## src/rtl/rob_alloc.sv

```systemverilog
// Dispatch-side ROB allocator: grants up to two ROB entries per cycle, tracks
// occupancy from retire counts and realigns the tail to the head on flush.
module rob_alloc #(
  parameter int ROB_NUM = 64,
  parameter int ROB_SEL = 6
) (
  input  logic               clk,
  input  logic               reset,
  input  logic [1:0]         req_num_i,
  input  logic               stall_i,
  input  logic               flush_i,
  input  logic [1:0]         commit_num_i,
  output logic               alloc_ok_o,
  output logic               dp1_o,
  output logic [ROB_SEL-1:0] dp1_addr_o,
  output logic               dp2_o,
  output logic [ROB_SEL-1:0] dp2_addr_o,
  output logic [ROB_SEL-1:0] dispatch_ptr_o,
  output logic [ROB_SEL-1:0] commit_ptr_o,
  output logic [ROB_SEL:0]   free_cnt_o,
  output logic               full_o,
  output logic               empty_o,
  output logic               error_o
);

  localparam logic [ROB_SEL:0] ROB_NUM_W = (ROB_SEL+1)'(ROB_NUM);

  logic [ROB_SEL-1:0] dispatch_ptr_q, dispatch_ptr_d;
  logic [ROB_SEL-1:0] commit_ptr_q, commit_ptr_d;
  logic [ROB_SEL:0]   used_q, used_d;
  logic               error_q, error_d;

  logic               req_legal;
  logic [ROB_SEL:0]   free_cnt;
  logic [ROB_SEL:0]   granted;
  logic [1:0]         commit_clip;
  logic               commit_over;
  logic [1:0]         commit_eff;

  assign free_cnt  = ROB_NUM_W - used_q;
  assign req_legal = (req_num_i == 2'd1) || (req_num_i == 2'd2);

  // Grant is gated by reset so nothing is offered while the block is held in reset.
  assign alloc_ok_o = reset & !stall_i & !flush_i & req_legal &
                      (free_cnt >= (ROB_SEL+1)'(req_num_i));
  assign dp1_o      = alloc_ok_o;
  assign dp2_o      = alloc_ok_o & (req_num_i == 2'd2);
  assign dp1_addr_o = dispatch_ptr_q;
  assign dp2_addr_o = dispatch_ptr_q + ROB_SEL'(1);
  assign granted    = (ROB_SEL+1)'(dp1_o) + (ROB_SEL+1)'(dp2_o);

  // A retire count of 3 is treated as 2, then limited to what is actually occupied.
  assign commit_clip = (commit_num_i == 2'd3) ? 2'd2 : commit_num_i;
  assign commit_over = (ROB_SEL+1)'(commit_clip) > used_q;
  assign commit_eff  = commit_over ? used_q[1:0] : commit_clip;

  always_comb begin
    commit_ptr_d = commit_ptr_q + ROB_SEL'(commit_eff);
    error_d      = error_q | commit_over | (commit_num_i == 2'd3) | (req_num_i == 2'd3);
    if (flush_i) begin
      dispatch_ptr_d = commit_ptr_q + ROB_SEL'(commit_eff);
      used_d         = '0;
    end else begin
      dispatch_ptr_d = dispatch_ptr_q + granted[ROB_SEL-1:0];
      used_d         = used_q + granted - (ROB_SEL+1)'(commit_eff);
    end
  end

  always_ff @(posedge clk or negedge reset) begin
    if (!reset) begin
      dispatch_ptr_q <= '0;
      commit_ptr_q   <= '0;
      used_q         <= '0;
      error_q        <= 1'b0;
    end else begin
      dispatch_ptr_q <= dispatch_ptr_d;
      commit_ptr_q   <= commit_ptr_d;
      used_q         <= used_d;
      error_q        <= error_d;
    end
  end

  assign dispatch_ptr_o = dispatch_ptr_q;
  assign commit_ptr_o   = commit_ptr_q;
  assign free_cnt_o     = free_cnt;
  // Occupancy, not pointer equality, tells full from empty.
  assign full_o         = (used_q == ROB_NUM_W);
  assign empty_o        = (used_q == '0);
  assign error_o        = error_q;

endmodule

```

## config.mk

```make
export PLATFORM = sky130hd
export DESIGN_NAME = rob_alloc
export DESIGN_NICKNAME = d
export VERILOG_FILES = /design/src/rtl/rob_alloc.sv
export SDC_FILE = /design/constraint.sdc
export NUM_CORES = 1
export LEC_CHECK = 0
export BUFFER_PORTS_ARGS = -buffer_cell sky130_fd_sc_hd__buf_2
export CAP_MARGIN = 30
export CORE_MARGIN = 1.5
export CORE_UTILIZATION = 55
export CTS_BUF_LIST = sky130_fd_sc_hd__clkbuf_4 sky130_fd_sc_hd__clkbuf_8 sky130_fd_sc_hd__clkbuf_16
export DETAILED_ROUTE_END_ITERATION = 8
export GPL_TIMING_DRIVEN = 0
export PLACE_DENSITY = 0.83
export REMOVE_ABC_BUFFERS = 1
export SETUP_SLACK_MARGIN = 0.5
export SLEW_MARGIN = 20
export SYNTH_ARGS = -nofsm -noshare
export SYNTH_HDL_FRONTEND = slang
export SYNTH_SLANG_ARGS = --single-unit
export TNS_END_PERCENT = 30
```

## constraint.sdc

```tcl
create_clock -name clk -period 5.76 [get_ports clk]
set_input_delay 1.152 -clock clk [delete_from_list [all_inputs] [get_ports clk]]
set_output_delay 1.152 -clock clk [all_outputs]
set_load 0.05 [all_outputs]
```

==> results.toml <==
[layout]
drive_above_1_share_pct = 27.9
final_common_cell = "buf_2"
final_nets = 241
syn_to_final_growth_pct = 13.6
final_cell_mix = "44 x buf_2, 24 x ha_1, 20 x dfrtp_1"
insertedDiodeCount = 0
fillCellCount = 252

[floorplan]
die_height_um = 58.7
start_util_pct = 56.8
io_pins = 45
die-area_um2 = 3440
die_x_um = 58.7
core_area_um2 = 3000
fp-row-count = 20

[clock_network]
insertion_delay_ps = 300
cts_buffer_depth = 2
hold_buffers = 0
ctsResizeCount = 0
cts-root-buf = "clkbuf_4"
cts_tree = "built"
h-tree-depth = 1
clkTransAtPathRegs_ps = 120
numCtsBuffers = 3
clkSinkCount = 20
cts_setup_buffers = 0

[worst_setup_path]
cp-start-kind = "input port"
required_ps = 5960
r2r_cells = 11
crit_path_end_kind = "register"
arrival_ps = 4250
cp-startpoint = "req_num_i[0]"
reg2reg_setup_slack_ps = 1920
cp_max_fo = 4
timing.rr.end = "used_q[6]"
setup.worst_path.class = "in -> reg"
cp-endpoint = "used_q[6]"
r2r-start = "used_q[0]"

[timing]
slew_headroom_pct = 69.6
clock.fmax_mhz = 247
final_hold_viol_count = 0
worst_slew_pin_slew_ps = 456
fin_skew_ps = 5.65
whs_ps = 501
post-route-period-util_pct = 70.3
timing_max_transition_violations_final = 0
rsz0062_at_grt = "no"
setup-violations-final = 0
min_period_ps = 4050

[route]
routedWlPerCell_um = 13.7
ant_nets = 0
vias = 1277
finalWirelength_mm = 3.25
route.detailed.drc = 0
drt_first_pass_iters = 4
avgViaCountPerCell = 5.39
drt_iter0_markers = 33

[global_routing]
grt_util_all_layers_pct = 19.6
grt_pass1_vias = 1118
antenna_found_initial = 0
grt_overflow_total = 0
grt_max_degree = 22
grt_pass1_wl_mm = 5.10

[yosys]
synth-seq-area-share_pct = 29.3
syn_area_um2 = 1710
ys_types = 38
synth.avg_cell_area_um2 = 10.2
ys_ff_latch = 20
synth_ff_type = "dfrtp_1"
async_reset_ff_share_pct = 100
synth_warnings = 0
syn_inst = 168
synth_edf_count = 0

[placement]
hpwl_mm = 2.59
gp_congestion = 0.898
port_buffers = 44

[job]
cap_violations = 0

[worst_hold_path]
hp-class = "reg -> reg"

[run_status]
status = "finished, final reports clean"
==> Yosys cell counts (2+ instances only) <==
library cell | instances | area, µm²
nand2_1 | 4 | 15.0
dfrtp_1 | 20 | 500
nor2b_1 | 2 | 12.5
o21ai_0 | 3 | 15.0
ha_1 | 24 | 300
inv_1 | 18 | 67.6
buf_4 | 8 | 60.1
mux2i_1 | 2 | 20.0
nor4_1 | 2 | 12.5
nor2_1 | 8 | 30.0
clkbuf_1 | 4 | 15.0
a311oi_1 | 3 | 26.3
xor2_1 | 5 | 43.8
xnor2_1 | 15 | 131
fa_1 | 4 | 80.1
a21oi_1 | 6 | 30.0
a311o_1 | 3 | 30.0
nand3_1 | 8 | 40.0
mux2_2 | 5 | 56.3
nand2b_1 | 4 | 25.0
nor3_1 | 3 | 15.0
==> area by class of cell <==
type                       count  area, µm²  share of cell area (%)
clock inverter                 1       30.0                    1.55
multi-input combinational    117       1050                    54.2
clock buffer                   3       22.5                    1.16
inverter                      18       67.6                    3.49
timing repair buffer          45        225                    11.6
tap                           33       41.3                    2.13
sequential                    20        500                    25.8
==> worst min-delay path by stage <==
stage | startpoint | endpoint | slack [ps] | cells past startpoint
after floorplan | used_q[3] | used_q[5] | 760 | 3
after global placement | error_o | error_o | 460 | 1
after detailed placement | error_o | error_o | 490 | 1
after CTS | commit_ptr_o[5] | commit_ptr_o[5] | 510 | 1
after global routing | commit_ptr_o[5] | commit_ptr_o[5] | 520 | 1
final | commit_ptr_o[5] | commit_ptr_o[5] | 500 | 1
==> routing by layer <==
| layer | up-vias | part of all wire (%) | routed length [µm] | global-route usage [%] |
|---|---|---|---|---|
| met5 | - | 0 | 0 | 0 |
| met4 | 0 | 1.5 | 48 | 7.14 |
| met3 | 4 | 3.8 | 123 | 1.76 |
| met2 | 36 | 48 | 1570 | 33.1 |
| met1 | 589 | 46 | 1510 | 26.4 |
| li1 | 648 | - | - | - |
==> critical path, cell delays in order <==
cell,delay [ps]
buf_2,120
ha_1,280
nand2b_1,180
a2111oi_4,450
a311oi_1,170
clkbuf_2,190
fa_1,550
fa_1,480
a21oi_1,200
o21bai_1,130
a311o_1,350
==> stage by stage <==
step	setup TNS (ps)	utilization (%)	std cells	cell area [µm²]	worst slack (ps)
after global routing	0	64.5	237	1940	1520
after global placement	0	62.6	232	1880	1050
after floorplan	-78.1	-	155	1620	-78.1
final	0	64.5	237	1940	1710
after CTS	0	64.4	236	1930	1300
after detailed placement	0	62.6	232	1880	999
==> kinds of logic after synthesis <==
| logic type | share of synthesized area (%) |
|---|---|
| AOI/OAI and AO/OA | 9.47 |
| buffers and inverters | 9.02 |
| DFF | 29.3 |
| and+or+nand+nor | 15.1 |
| adders and majority gates | 22.3 |
| xor gates and xnor gates | 10.3 |
| muxes | 4.48 |
==> registers in the layout, indices dropped and copies added (netlist names) <==
register        cells
error_o             1
commit_ptr_o        6
used_q              7
dispatch_ptr_o      6
Power is not shown: default switching activity piles up to over one toggle a cycle in this logic, so the estimate is an artifact.
